**src/rtl/uart_bus_sequencer.sv**
```systemverilog
// ASCII command sequencer: parses A/W/R/E + hex tokens from the UART receiver, runs one
// single-beat req/ack bus transaction per command and streams the ASCII reply to the transmitter.
module uart_bus_sequencer #(
  parameter int unsigned TIMEOUT_CYCLES = 255,
  parameter bit          AUTO_INC       = 1'b1
) (
  input  logic        i_clk,
  input  logic        i_reset,
  input  logic [7:0]  i_rx_data,
  input  logic        i_rx_stb,
  output logic        o_bus_cyc,
  output logic        o_bus_we,
  output logic [31:0] o_bus_addr,
  output logic [31:0] o_bus_wdata,
  input  logic        i_bus_ack,
  input  logic [31:0] i_bus_rdata,
  output logic [7:0]  o_tx_data,
  output logic        o_tx_stb,
  input  logic        i_tx_busy,
  output logic        o_busy
);

  typedef enum logic [1:0] {S_IDLE, S_COLLECT, S_BUS, S_RESP} state_t;
  typedef enum logic [1:0] {CMD_NONE, CMD_A, CMD_W, CMD_R} cmd_t;
  typedef enum logic [1:0] {RESP_K, RESP_X, RESP_R} resp_t;

  localparam logic [15:0] TMO_LAST = 16'(TIMEOUT_CYCLES - 1);

  state_t      r_state, w_next_state;
  cmd_t        r_cmd, w_tok_cmd;
  resp_t       r_resp_kind;
  logic [31:0] r_value, r_bus_addr, r_bus_wdata, r_rdata;
  logic [3:0]  r_count, r_resp_idx;
  logic [15:0] r_tmo;
  logic        r_is_write, r_tx_stb;
  logic [7:0]  r_tx_data;

  logic [6:0]  w_tok;
  logic        w_unused;
  logic        w_is_hex, w_is_cmd, w_is_e;
  logic [3:0]  w_nibble, w_resp_nib, w_resp_len;
  logic        w_accept, w_end, w_end_bus, w_end_resp, w_ack, w_tmo, w_issue;
  logic [7:0]  w_resp_byte;

  assign w_tok    = i_rx_data[6:0];
  assign w_unused = i_rx_data[7];

  // NOTE: every combinational output gets a default first so no path can infer a latch.
  always_comb begin
    w_is_hex  = 1'b0;
    w_nibble  = 4'd0;
    w_is_cmd  = 1'b1;
    w_tok_cmd = CMD_NONE;
    if (w_tok >= 7'h30 && w_tok <= 7'h39) begin
      w_is_hex = 1'b1;
      w_nibble = w_tok[3:0];
    end else if (w_tok >= 7'h61 && w_tok <= 7'h66) begin
      w_is_hex = 1'b1;
      w_nibble = w_tok[3:0] + 4'd9;
    end
    case (w_tok)
      7'h41:   w_tok_cmd = CMD_A;
      7'h57:   w_tok_cmd = CMD_W;
      7'h52:   w_tok_cmd = CMD_R;
      default: w_is_cmd  = 1'b0;
    endcase
  end

  assign w_is_e     = (w_tok == 7'h45);
  assign w_accept   = i_rx_stb && (r_state == S_IDLE || r_state == S_COLLECT);
  assign w_end      = w_accept && w_is_e && (r_state == S_COLLECT);
  assign w_end_bus  = w_end && (r_cmd == CMD_R || (r_cmd == CMD_W && r_count != 4'd0));
  assign w_end_resp = w_end && !w_end_bus;
  assign w_ack      = (r_state == S_BUS) && i_bus_ack;
  // Ack on the final timeout cycle takes priority over the abort.
  assign w_tmo      = (r_state == S_BUS) && !i_bus_ack && (r_tmo == TMO_LAST);
  assign w_resp_len = (r_resp_kind == RESP_R) ? 4'd10 : 4'd2;
  assign w_issue    = (r_state == S_RESP) && !r_tx_stb && !i_tx_busy && (r_resp_idx != w_resp_len);
  assign w_resp_nib = 4'(r_rdata >> {4'd8 - r_resp_idx, 2'b00});

  always_comb begin
    w_resp_byte = 8'h0A;
    if (r_resp_idx == 4'd0) begin
      case (r_resp_kind)
        RESP_K:  w_resp_byte = 8'h4B;
        RESP_R:  w_resp_byte = 8'h52;
        default: w_resp_byte = 8'h58;
      endcase
    end else if (r_resp_idx != w_resp_len - 4'd1) begin
      w_resp_byte = (w_resp_nib < 4'd10) ? {4'h3, w_resp_nib} : 8'h57 + {4'h0, w_resp_nib};
    end
  end

  // State register.
  // NOTE: sequential state uses non-blocking assignments so all flops update together.
  always_ff @(posedge i_clk) begin
    if (i_reset) r_state <= S_IDLE;
    else         r_state <= w_next_state;
  end

  // Next-state logic.
  always_comb begin
    w_next_state = r_state;
    case (r_state)
      S_IDLE:    if (w_accept && w_is_cmd) w_next_state = S_COLLECT;
      S_COLLECT: begin
        if (w_end_bus)       w_next_state = S_BUS;
        else if (w_end_resp) w_next_state = S_RESP;
      end
      S_BUS:     if (w_ack || w_tmo) w_next_state = S_RESP;
      S_RESP:    if (r_tx_stb && r_resp_idx == w_resp_len) w_next_state = S_IDLE;
      default:   w_next_state = S_IDLE;
    endcase
  end

  // Output logic.
  always_comb begin
    o_bus_cyc   = (r_state == S_BUS);
    o_bus_we    = (r_state == S_BUS) && r_is_write;
    o_busy      = (r_state == S_BUS) || (r_state == S_RESP);
    o_bus_addr  = r_bus_addr;
    o_bus_wdata = r_bus_wdata;
    o_tx_data   = r_tx_data;
    o_tx_stb    = r_tx_stb;
  end

  always_ff @(posedge i_clk) begin
    if (i_reset) begin
      r_cmd       <= CMD_NONE;
      r_value     <= 32'd0;
      r_count     <= 4'd0;
      r_bus_addr  <= 32'd0;
      r_bus_wdata <= 32'd0;
      r_rdata     <= 32'd0;
      r_is_write  <= 1'b0;
      r_tmo       <= 16'd0;
      r_resp_kind <= RESP_K;
      r_resp_idx  <= 4'd0;
      r_tx_stb    <= 1'b0;
      r_tx_data   <= 8'd0;
    end else begin
      if (w_accept && w_is_cmd) begin
        r_cmd   <= w_tok_cmd;
        r_value <= 32'd0;
        r_count <= 4'd0;
      end else if (w_accept && w_is_hex && r_state == S_COLLECT) begin
        r_value <= {r_value[27:0], w_nibble};
        if (r_count != 4'd8) r_count <= r_count + 4'd1;
      end else if (w_end) begin
        r_cmd       <= CMD_NONE;
        r_tmo       <= 16'd0;
        r_resp_idx  <= 4'd0;
        r_is_write  <= (r_cmd == CMD_W);
        r_resp_kind <= RESP_X;
        if (r_cmd == CMD_A && r_count != 4'd0) begin
          r_bus_addr  <= r_value;
          r_resp_kind <= RESP_K;
        end
        if (r_cmd == CMD_W && r_count != 4'd0) r_bus_wdata <= r_value;
      end

      if (r_state == S_BUS) begin
        r_tmo <= r_tmo + 16'd1;
        if (i_bus_ack) begin
          if (!r_is_write) r_rdata <= i_bus_rdata;
          if (AUTO_INC)    r_bus_addr <= r_bus_addr + 32'd1;
          r_resp_kind <= r_is_write ? RESP_K : RESP_R;
        end else if (w_tmo) begin
          r_resp_kind <= RESP_X;
        end
      end

      r_tx_stb <= w_issue;
      if (w_issue) begin
        r_tx_data  <= w_resp_byte;
        r_resp_idx <= r_resp_idx + 4'd1;
      end
    end
  end

endmodule

```
**config.mk**
```make
export PLATFORM = sky130hd
export DESIGN_NAME = uart_bus_sequencer
export DESIGN_NICKNAME = d
export VERILOG_FILES = /design/src/rtl/uart_bus_sequencer.sv
export SDC_FILE = /design/constraint.sdc
export NUM_CORES = 1
export LEC_CHECK = 0
export BUFFER_PORTS_ARGS = -buffer_cell sky130_fd_sc_hd__buf_2
export CAP_MARGIN = 10
export CORE_MARGIN = 8
export CORE_UTILIZATION = 60
export DETAILED_ROUTE_END_ITERATION = 10
export GPL_ROUTABILITY_DRIVEN = 0
export PLACE_DENSITY_LB_ADDON = 0.3
export SETUP_SLACK_MARGIN = 0.02
export SYNTH_ARGS = -nofsm -noshare
export SYNTH_HDL_FRONTEND = slang
export SYNTH_SLANG_ARGS = --single-unit
export TNS_END_PERCENT = 50
```
**constraint.sdc**
```tcl
create_clock -name i_clk -period 6.4 [get_ports i_clk]
set_clock_uncertainty 0.15 [all_clocks]
set_input_delay 1.28 -clock i_clk [delete_from_list [all_inputs] [get_ports i_clk]]
set_output_delay 1.28 -clock i_clk [all_outputs]
set_load 0.02 [all_outputs]
```
# After elaboration in Yosys (flattened, before gate mapping)
# Index checks and enable logic that the tools add are counted.
# classes
n_reduce_logical,45
eq_ne,25
addsub,8
shifts,1
mux,42
n_mul,0
div_mod_pow,0
bitwise_logic,3
order_cmp,5
# op_table
operator,n
32-bit two-way mux,6
16-bit two-way mux,4
32-bit by 1-bit adder with 32-bit output (second input constant),1
32-bit by 6-bit >> shifter with 4-bit output,1
2-bit two-way mux,15
7-bit == test (second input constant),4
4-bit two-way mux,7
8-bit two-way mux,3
1-bit logical AND,20
16-bit by 1-bit adder with 16-bit output (second input constant),1
16-bit by 8-bit == test with 1-bit output (second input constant),1
3-bit AND reduction,4
2-bit == test (second input constant),5
2-bit != test (second input constant),5
5-bit case mux with 2 select lines,1
4-bit by 1-bit adder with 4-bit output (second input constant),2
7-bit by 4-bit adder with 8-bit output (first input constant),1
4-bit != test,2
2-bit case mux with 4 select lines,1
4-bit AND reduction,2
7-bit by 6-bit >= comparator with 1-bit output (second input constant),1
7-bit >= comparator (second input constant),1
7-bit by 6-bit less-or-equal comparator with 1-bit output (second input constant),1
7-bit less-or-equal comparator (second input constant),1
21 further kinds,39
# totals
latchBits,0
wordCells,142
mem_bits_rw,0
romBits,0
mem_count,0
reg_bits,168
inputBits,45

# Depth between registers and ports, before layout
# Gate-level depths: netlist of run 1.
# logic_depth
word_depth,11
ltp_mapped,13
ltp_nobuf,10

# Worst setup path after synthesis of run 1
# Ideal clock, no wire load.
# synth_timing
kind,input port to flip-flop
startpoint,in i_rx_data[1]
endpoint,"reg r_bus_addr[9], in the netlist o_bus_addr[9]"
setup_ns,0.119
required_time_ns,6.131
stages,9
path_slack_ns,3.429
t_arrival_ns,2.702
cell_sequence,inv_1 -> ha_1 -> and2b_2 -> nand4_1 -> buf_2 -> nor2_2 -> nand2_2 -> buf_2 -> o221a_2
# synth_between
elab_chain_cells,10
# synth_lines
element,line_no,text
from (decl),9,"input logic [7:0] i_rx_data,"
7-bit >= comparator / 7-bit less-or-equal comparator (equally long branches),57,end else if (w_tok >= 7'h61 && w_tok <= 7'h66) begin
1-bit logical AND,57,
1-bit two-way mux,57,
1-bit two-way mux,54,if (w_tok >= 7'h30 && w_tok <= 7'h39) begin
1-bit logical AND (2 in a row),146,end else if (w_accept && w_is_hex && r_state == S_COLLECT) begin
32-bit two-way mux,146,
32-bit two-way mux (*),142,if (w_accept && w_is_cmd) begin
32-bit two-way mux,164,if (i_bus_ack) begin
32-bit two-way mux (*),162,if (r_state == S_BUS) begin
to (signal assigned),156,r_bus_addr <= r_value;
to (signal assigned),166,if (AUTO_INC) r_bus_addr <= r_bus_addr + 32'd1;
to (decl),32,"logic [31:0] r_value, r_bus_addr, r_bus_wdata, r_rdata;"
# Every way passes the cells marked *; elsewhere a longest branch is shown, timed or not.
# A chain may end at the register's enable or synchronous reset.

# Worst setup path after layout of run 1
# layout_timing
startpoint,in i_rx_data[1]
endpoint,"reg r_bus_addr[12], in the netlist o_bus_addr[12]"
# Same word-level chain as after synthesis.

==> flow_summary.json, run 1 <==
{
  "outcome": "finished clean",
  "p_seq_share_pct": 45.9,
  "register_area_mm2": 0.003343,
  "peakVddDrop_mv": 0.1766,
  "io_pins": 121,
  "use_met3_pct": 5.032,
  "final_common_cell": "nand2_1",
  "synth.top_cell.area_share_pct": 42.20,
  "cts_setup_buffers": 0,
  "holdWs_ns": 0.2993,
  "yosys_warnings": 0,
  "drt_iter0_drc": 741,
  "rows": 42,
  "clk_pin_slew_ns": 0.06,
  "dieArea_mm2": 0.01714,
  "io_buffers": 118,
  "max_freq_mhz": 258.2,
  "fin_crit_ns": 3.873,
  "worstHoldStart": "o_bus_wdata[14]",
  "cts_resized": 0,
  "start_util_pct": 60.55,
  "setup_violations": 0,
  "synth_seq_cells": 167,
  "cts.hold.buffers_added": 0,
  "rsz0062_at_grt": "no",
  "cp-end-kind": "register",
  "async_flop_share_pct": 0,
  "final_util_pct": 69.78,
  "wirelength_um": 19710,
  "grt_antenna_before_repair": 0,
  "n_fill_cell": 1053,
  "timing.rr.start": "r_resp_idx[0]",
  "overflow": 0,
  "final_net_count": 1132,
  "num_vias": 7396,
  "fp.coreArea_mm2": 0.01309,
  "cts.sinks": 167,
  "globalRouteMet2Util_pct": 36.89,
  "insertion_delay_ns": 0.43,
  "antenna_left": 0,
  "crit_fanout": 13,
  "relSlewSlack_pct": 19.29,
  "cts_tree": "built",
  "hold_depth": 2,
  "netlist_instances": 989,
  "clock_path_buffers": 2,
  "dp_hpwl_um": 13120,
  "p_switching_uw": 495.2,
  "worst-r2r-cell-count": 8,
  "grt_first_pass_wirelength_um": 32710,
  "synth_nets": 1052,
  "fp.dieH_um": 130.9,
  "intPower_uw": 1797,
  "seq_area_frac_synth_pct": 42.20,
  "avgSynthCellArea_um2": 8.011,
  "tightestPinTransition_ns": 1.211,
  "p_leak_uw": 0.003402,
  "cts_root_buffer": "clkbuf_16",
  "cap_violations": 0,
  "required_ns": 6.59,
  "h-tree-depth": 4,
  "ys.flop_type": "dfxtp_1",
  "use_met1_pct": 31.35,
  "area_delta_synth_final_pct": 15.26,
  "synthTopCellsByArea": "dfxtp_1 (42%), nand2_1 (11%), a21oi_1 (8.7%)",
  "grt_max_degree": 92,
  "synth_top_area_cell": "dfxtp_1",
  "yosysUniqueCellTypes": 88,
  "criticalPathCategory": "input port to register",
  "combPwrFrac_pct": 4.6,
  "syn_area_mm2": 0.007923,
  "setup.worst_path.start": "i_rx_data[1]",
  "diodes": 0,
  "mostFrequentLayoutCells": "nand2_1 (233), dfxtp_1 (167), a21oi_1 (137)",
  "fin_crit_sh_pct": 60.52,
  "route.detailed.drc": 0,
  "setup_tns_ns": 0,
  "wl_per_cell_um": 15.67,
  "drt-vias-per-instance": 5.879,
  "firstDrtPassIters": 5,
  "drive_gt1_share_pct": 17.84,
  "busiest_layer": "met2",
  "sw_frac_of_total_pct": 21.60,
  "hold_violations": 0,
  "synth-edff-count": 0,
  "cts_buffers": 17,
  "power.density_mw_per_mm2": 251.1,
  "drv_slew": 0,
  "fp.dieW_um": 130.9,
  "grt_usage_pct": 23.62,
  "start_kind": "input port",
  "clockPowerShare_pct": 49.6,
  "cp.arrival_ns": 4.06,
  "grt_pass1_vias": 6812,
  "multi_input_area_mm2": 0.004168,
  "min_path_type": "register to register"
}
worst max-delay path, stage by stage:
cell	delay, ns
buf_2	0.15
inv_1	0.09
ha_1	0.19
and2b_2	0.20
nand4_1	0.48
nor3_2	0.87
buf_4	0.34
a211o_1	0.12
o21ai_0	0.07
a311oi_1	0.24
area by class of cell:
| type | instances | area share [%] |
|---|---|---|
| Clock buffer | 21 | 5.042 |
| Clock inverter | 11 | 2.110 |
| Timing Repair Buffer | 125 | 7.153 |
| Inverter | 25 | 1.028 |
| Multi-Input combinational cell | 733 | 45.64 |
| Tap cell | 176 | 2.412 |
| Sequential cell | 167 | 36.61 |
synth_stat cells (all sizes together), types with 5 or more instances:
cell    instances
nor4           10
nand2         234
xnor2           6
a221oi          5
a211oi         14
mux2i          14
clkbuf         36
nand2b          5
and3           14
a21oi         138
nand3          43
and2            7
nor2b           8
or2             8
buf            28
a311oi         12
inv            25
a41oi           5
nor2           59
ha             18
nand4          10
a31oi          15
nor3           15
dfxtp         167
o21ai          27
power by group through the flow:
| stage | registers [uW] | clock network (uW) | logic (uW) |
|---|---|---|---|
| 2_1_floorplan | 1070 | 0 | 72.6 |
| 3_3_place_gp | 1070 | 0 | 101 |
| 3_5_place_dp | 1070 | 0 | 102 |
| 4_1_cts | 1050 | 1140 | 104 |
| 5_1_grt | 1050 | 1190 | 116 |
| 6_report | 1050 | 1140 | 105 |
routing by layer:
layer	up-vias	part of all wire, %
met5	-	0
met1	3497	46
li1	3643	-
met3	32	6.1
met2	224	46
met4	0	1.9
worst paths after layout:
kind                          end  slack (ns)
setup / recovery   o_bus_addr[12]        2.53
hold / removal    o_bus_wdata[14]        0.30
setup reg to reg     o_tx_data[1]        2.75
hold reg to reg   o_bus_wdata[14]        0.30
registers in the layout, indices dropped and copies added (netlist names):
register / flops
o_bus_addr: 32
o_bus_wdata: 32
o_tx_data: 7
o_tx_stb: 1
r_cmd: 2
r_count: 4
r_is_write: 1
r_rdata: 32
r_resp_idx: 4
r_resp_kind: 2
r_state: 2
r_tmo: 16
r_value: 32
kinds of logic after synthesis:
family / count (synthesis) / synth area share [%]
AND/OR/NAND/NOR: 432 / 25.65
AO/OA/AOI/OAI: 256 / 20.34
flip-flops: 167 / 42.20
buffers and inverters: 89 / 5.227
adder cells (fa/ha/maj): 18 / 2.843
multiplexers: 18 / 2.621
XOR/XNOR: 8 / 1.074
other: 1 / 0.04733
stage by stage:
step	setup WS [ns]	instance area, um2	power (uW)	cells
after global placement	2.243	8463	1175	1225
final	2.527	9131	2293	1258
after detailed placement	2.134	8463	1177	1225
after CTS	2.558	9116	2300	1257
after floorplan	3.429	7923	1147	989
after global routing	2.326	9131	2361	1258
No activity file was read; power rests on OpenSTA's default activity.
==> inputs of run 2 (changes only) <==
--- a/config.mk
+++ b/config.mk
@@ -5,10 +5,11 @@
 export SDC_FILE = /design/constraint.sdc
 export NUM_CORES = 1
 export LEC_CHECK = 0
+export ABC_AREA = 1
 export BUFFER_PORTS_ARGS = -buffer_cell sky130_fd_sc_hd__buf_2
 export CAP_MARGIN = 10
 export CORE_MARGIN = 8
-export CORE_UTILIZATION = 60
+export CORE_UTILIZATION = 58
 export DETAILED_ROUTE_END_ITERATION = 10
 export GPL_ROUTABILITY_DRIVEN = 0
 export PLACE_DENSITY_LB_ADDON = 0.3
==> constraint.sdc (replaced) <==
create_clock -name i_clk -period 4 [get_ports i_clk]
set_clock_uncertainty 0.15 [all_clocks]
set_input_delay 0.8 -clock i_clk [delete_from_list [all_inputs] [get_ports i_clk]]
set_output_delay 0.8 -clock i_clk [all_outputs]
set_load 0.02 [all_outputs]
==> flow_summary.json, run 2 <==
{
  "clockPowerShare_pct": 37.0,
  "final_common_cell": "nand2_1",
  "syn_area_mm2": 0.008312,
  "regToRegSetupSlack_ns": 1.07,
  "wl_per_cell_um": 14.46,
  "cp.arrival_ns": 3.14,
  "sw_frac_of_total_pct": 31.84,
  "fin_crit_sh_pct": 73.19,
  "cts_resized": 0,
  "setup_tns_ns": 0,
  "fp.dieW_um": 135.7,
  "peakVddDrop_mv": 0.3294,
  "cap_violations": 0,
  "synth_top_family_by_area": "simple AND/OR/NAND/NOR gates",
  "cts_tree": "built",
  "avgSynthCellArea_um2": 6.813,
  "outcome": "finished clean",
  "cp-end-kind": "register",
  "wirelength_um": 21790,
  "synthTopCellsByArea": "dfxtp_1 (40%), o21ai_0 (9.4%), nand2_1 (8.9%)",
  "seq_area_frac_synth_pct": 40.22,
  "cts_setup_buffers": 0,
  "max_freq_mhz": 341.6,
  "hold_violations": 0,
  "route.detailed.drc": 0,
  "synth.top_cell.area_share_pct": 40.22,
  "fin_crit_ns": 2.928,
  "netlist_instances": 1220,
  "crit_fanout": 17,
  "io_pins": 121,
  "p_switching_uw": 1350,
  "fp.coreArea_mm2": 0.01393,
  "io_buffers": 118,
  "mostFrequentLayoutCells": "nand2_1 (196), dfxtp_1 (167), nor2_1 (162)",
  "p_seq_share_pct": 44.5,
  "ys.flop_type": "dfxtp_1",
  "power.density_mw_per_mm2": 445.2,
  "drt-vias-per-instance": 5.508,
  "worstHoldStart": "r_rdata[29]",
  "synthXorXnorAreaFrac_pct": 0.6322,
  "synth-simple-area-share_pct": 25.50,
  "grt_pass1_vias": 7690,
  "grt_max_degree": 55,
  "insertion_delay_ns": 0.43,
  "diodes": 0,
  "cts_buffers": 17,
  "setup.worst_path.start": "r_resp_idx[0]",
  "overflow": 0,
  "timing.rr.start": "r_resp_idx[0]",
  "rsz0062_at_grt": "no",
  "final_net_count": 1377,
  "endpoint": "o_tx_data[1]",
  "cts_root_buffer": "clkbuf_16",
  "min_path_type": "register to register",
  "design_power_total_uw": 4239,
  "synth-adder-area-share_pct": 2.710,
  "synth_nets": 1283,
  "drv_slew": 0,
  "cts.sinks": 167,
  "setup_violations": 0,
  "intPower_uw": 2889,
  "async_flop_share_pct": 0,
  "synthMuxAreaShare_pct": 0,
  "n_fill_cell": 1232,
  "synth-edff-count": 0,
  "tightestPinTransition_ns": 0.5818,
  "yosys_warnings": 0,
  "synth_seq_cells": 167,
  "synth_most_common_cell": "nand2_1",
  "fp.dieH_um": 135.7,
  "rows": 43,
  "combPwrFrac_pct": 18.5,
  "pre_cts_slack_ns": 0.8168,
  "relSlewSlack_pct": 61.15,
  "dieArea_mm2": 0.01842,
  "clock_path_buffers": 2,
  "area_delta_synth_final_pct": 14.57,
  "grt_first_pass_wirelength_um": 36650,
  "p_leak_uw": 0.004171,
  "drt_iter0_drc": 837,
  "start_kind": "register",
  "start_util_pct": 59.65,
  "cts.hold.buffers_added": 0,
  "r2r-end": "o_tx_data[1]",
  "synth_top_area_cell": "dfxtp_1",
  "setup_ws_ns": 1.072,
  "yosysUniqueCellTypes": 41,
  "required_ns": 4.21,
  "h-tree-depth": 4,
  "clk_pin_slew_ns": 0.06,
  "drive_gt1_share_pct": 13.87,
  "criticalPathCategory": "register to register",
  "grt_antenna_before_repair": 0,
  "grt_usage_pct": 24.13,
  "antenna_left": 0,
  "yosys-top-cells-count": "nand2_1 (196), dfxtp_1 (167), nor2_1 (162)",
  "num_vias": 8300,
  "synth-compound-area-share_pct": 20.95,
  "worst-r2r-cell-count": 16,
  "firstDrtPassIters": 5,
  "dp_hpwl_um": 15370
}
[run 2: cell types whose count changed after synthesis, moves of 7 or more]
cell      change
o21ai_0     +131
a311oi_1     -12
nand4_1       +8
nor2_1      +107
nand3_1      +31
mux2i_1      -14
and3_1       -14
o211ai_1     +10
o21ai_1       +7
nand2_1      -37
inv_1       +114
a31oi_1       -9
nor3_1        +9
[run 2: area by class of cell]
type / count / area (um2) / area share (%)
clock inverters: 13 / 112.6 / 1.182
clock buffers: 19 / 452.9 / 4.756
well taps: 180 / 225.2 / 2.365
flip-flops and latches: 167 / 3343 / 35.11
inverters: 148 / 558.0 / 5.860
repair buffers: 131 / 688.2 / 7.226
multi-input cells: 849 / 4143 / 43.50
[run 2: per-stage QoR]
step / cells / hold slack, ns / area [um2] / utilization (%)
after CTS: 1507 / 0.3041 / 9523 / 68.34
after global placement: 1475 / 0.2911 / 8957 / 64.28
after floorplan: 1220 / 0.2792 / 8312 / -
final: 1507 / 0.3027 / 9523 / 68.34
after global routing: 1507 / 0.3214 / 9523 / 68.34
after detailed placement: 1475 / 0.2945 / 8957 / 64.28
[run 2: cells by family (layout without fill, tap and decap cells)]
| family | Yosys count | after routing |
|---|---|---|
| buffers and inverters | 204 | 311 |
| AOI/OAI and AO/OA | 331 | 331 |
| and+or+nand+nor | 493 | 493 |
| adders and majority gates | 18 | 18 |
| other | 1 | 1 |
| DFF | 167 | 167 |
| xor gates and xnor gates | 6 | 6 |
[run 2: power groups by stage]
| stage | clock [uW] | combinational, uW | sequential (uW) |
|---|---|---|---|
| 2_1_floorplan | 0 | 514 | 1950 |
| 3_3_place_gp | 0 | 760 | 1920 |
| 3_5_place_dp | 0 | 778 | 1920 |
| 4_1_cts | 1580 | 785 | 1880 |
| 5_1_grt | 1650 | 892 | 1900 |
| 6_report | 1570 | 786 | 1890 |
[run 2: worst max-delay path, stage by stage (launching register included)]
cell	delay (ns)
dfxtp_1	0.33
inv_1	0.04
buf_4	0.19
ha_1	0.50
clkinv_1	0.31
nor2_1	0.15
o21ai_0	0.08
o21ai_0	0.07
nor2_1	0.07
nor2_1	0.23
inv_1	0.10
ha_1	0.28
inv_1	0.05
nand3_1	0.06
nand2_1	0.08
nand2_1	0.06
a21oi_1	0.11
[run 2: worst min path at each step]
stage	to	slack (ns)	cells after the start
2_1_floorplan	r_rdata[14]	0.28	2
3_3_place_gp	r_rdata[22]	0.29	2
3_5_place_dp	r_rdata[29]	0.29	2
4_1_cts	r_rdata[29]	0.30	2
5_1_grt	r_rdata[5]	0.32	2
6_report	r_rdata[29]	0.30	2
[run 2: metal layers]
layer / vias to the layer above / global-route usage [%] / routed length [um]
met5: - / 0 / 0
met4: 0 / 7.033 / 338
met3: 29 / 6.602 / 1584
met2: 279 / 39.04 / 10170
met1: 3786 / 30.70 / 9690
li1: 4206 / - / -
==> inputs of run 3 (changes only) <==
--- a/config.mk
+++ b/config.mk
@@ -5,11 +5,11 @@
 export SDC_FILE = /design/constraint.sdc
 export NUM_CORES = 1
 export LEC_CHECK = 0
-export ABC_AREA = 1
+export ABC_AREA = 0
 export BUFFER_PORTS_ARGS = -buffer_cell sky130_fd_sc_hd__buf_2
 export CAP_MARGIN = 10
 export CORE_MARGIN = 8
-export CORE_UTILIZATION = 58
+export CORE_UTILIZATION = 57
 export DETAILED_ROUTE_END_ITERATION = 10
 export GPL_ROUTABILITY_DRIVEN = 0
 export PLACE_DENSITY_LB_ADDON = 0.3
==> constraint.sdc (replaced) <==
create_clock -name i_clk -period 2.9 [get_ports i_clk]
set_clock_uncertainty 0.15 [all_clocks]
set_input_delay 0.58 -clock i_clk [delete_from_list [all_inputs] [get_ports i_clk]]
set_output_delay 0.58 -clock i_clk [all_outputs]
set_load 0.02 [all_outputs]
==> flow_summary.json, run 3 (same netlist as run 1, synthesis figures left out) <==
{
  "outcome": "finished clean",
  "fp.dieH_um": 133.9,
  "num_vias": 7277,
  "grt_max_degree": 73,
  "timing.rr.start": "r_resp_idx[0]",
  "grt_usage_pct": 21.51,
  "power.density_mw_per_mm2": 520.5,
  "cts_root_buffer": "clkbuf_16",
  "p_seq_share_pct": 48.4,
  "fp.coreArea_mm2": 0.01372,
  "firstDrtPassIters": 5,
  "insertion_delay_ns": 0.43,
  "start_util_pct": 57.75,
  "fin_crit_sh_pct": 89.24,
  "diodes": 0,
  "final_common_cell": "nand2_1",
  "wirelength_um": 19520,
  "multi_input_area_mm2": 0.004168,
  "route.detailed.drc": 0,
  "start_kind": "register",
  "setup_tns_ns": 0,
  "setup.worst_path.start": "r_state[0]",
  "holdWs_ns": 0.2398,
  "dp_hpwl_um": 13540,
  "rows": 43,
  "crit_fanout": 26,
  "combPwrFrac_pct": 4.9,
  "final_net_count": 1149,
  "sw_frac_of_total_pct": 21.75,
  "hold_violations": 0,
  "dieArea_mm2": 0.01793,
  "criticalPathCategory": "register to output pin",
  "setup_violations": 0,
  "clk_pin_slew_ns": 0.06,
  "dpl_cell_area_mm2": 0.008641,
  "worstHoldStart": "i_bus_rdata[7]",
  "rsz0062_at_grt": "no",
  "max_freq_mhz": 386.4,
  "min_path_type": "input port to register",
  "intPower_uw": 3753,
  "grt_pass1_vias": 6612,
  "antenna_left": 0,
  "grt_first_pass_wirelength_um": 32130,
  "grt_antenna_before_repair": 0,
  "clock_path_buffers": 2,
  "overflow": 0,
  "mostFrequentLayoutCells": "nand2_1 (233), dfxtp_1 (167), a21oi_1 (137)",
  "fin_area_mm2": 0.009214,
  "fp.dieW_um": 133.9,
  "cts_buffers": 17,
  "final_cells": 1275,
  "h-tree-depth": 4,
  "drv_slew": 0,
  "fin_crit_ns": 2.588,
  "drt-vias-per-instance": 5.707,
  "peakVddDrop_mv": 0.4324,
  "drt_iter0_drc": 587,
  "cap_violations": 0,
  "cp.arrival_ns": 1.86,
  "relSlewSlack_pct": 50.01,
  "n_fill_cell": 1167,
  "place_inst": 1247,
  "clockPowerShare_pct": 46.7,
  "wl_per_cell_um": 15.31,
  "cts_resized": 0,
  "cts_tree": "built",
  "register_area_mm2": 0.003343,
  "io_buffers": 118,
  "p_leak_uw": 0.003453,
  "io_pins": 121,
  "area_delta_synth_final_pct": 16.30,
  "p_switching_uw": 1043,
  "drive_gt1_share_pct": 18.81,
  "required_ns": 2.17,
  "cp-end-kind": "output pin",
  "cts.hold.buffers_added": 0,
  "cts.sinks": 167,
  "tightestPinTransition_ns": 0.7499,
  "cts_setup_buffers": 0,
  "final_util_pct": 67.16
}
run 3: layout make-up:
class | count | share of cell area [%]
Timing Repair Buffer | 142 | 8.800
Sequential cell | 167 | 36.28
Multi-Input combinational cell | 733 | 45.23
Inverter | 25 | 1.018
Tap cell | 180 | 2.444
Clock inverter | 8 | 1.372
Clock buffer | 20 | 4.848
run 3: stage by stage:
| step | total power [uW] | setup WS [ns] |
|---|---|---|
| CTS | 4815 | 0.2959 |
| global route | 4944 | 0.1860 |
| finish | 4796 | 0.3121 |
| detailed placement | 2605 | 0.2336 |
| global placement | 2599 | 0.2590 |
| floorplan | 2530 | 0.3001 |
run 3: worst paths after layout:
kind | slack [ns] | depth (start not counted) | endpoint
min | 0.24 | 3 | r_rdata[7]
min reg2reg | 0.30 | 2 | o_bus_wdata[26]
max | 0.31 | 7 | o_busy
max reg2reg | 0.38 | 9 | o_tx_data[4]
run 3: layer usage:
metal	track usage [%]	part of all wire [%]	vias up
li1	-	-	3665
met1	28.03	45	3410
met2	34.07	47	171
met3	4.787	5.5	31
met4	8.172	2.1	0
met5	0	0	-
run 3: worst max-delay path: stages, from the launching register on:
cell	delay, ns
dfxtp_1	0.37
inv_1	0.10
ha_1	0.21
buf_4	0.22
inv_1	0.09
buf_4	0.18
nand2_1	0.09
buf_2	0.16
run 3: power groups by stage:
stage | clock network [uW] | logic (uW) | registers, uW
global placement | 0 | 228 | 2370
finish | 2240 | 236 | 2320
CTS | 2260 | 235 | 2320
global route | 2360 | 263 | 2320
detailed placement | 0 | 232 | 2370
floorplan | 0 | 160 | 2370
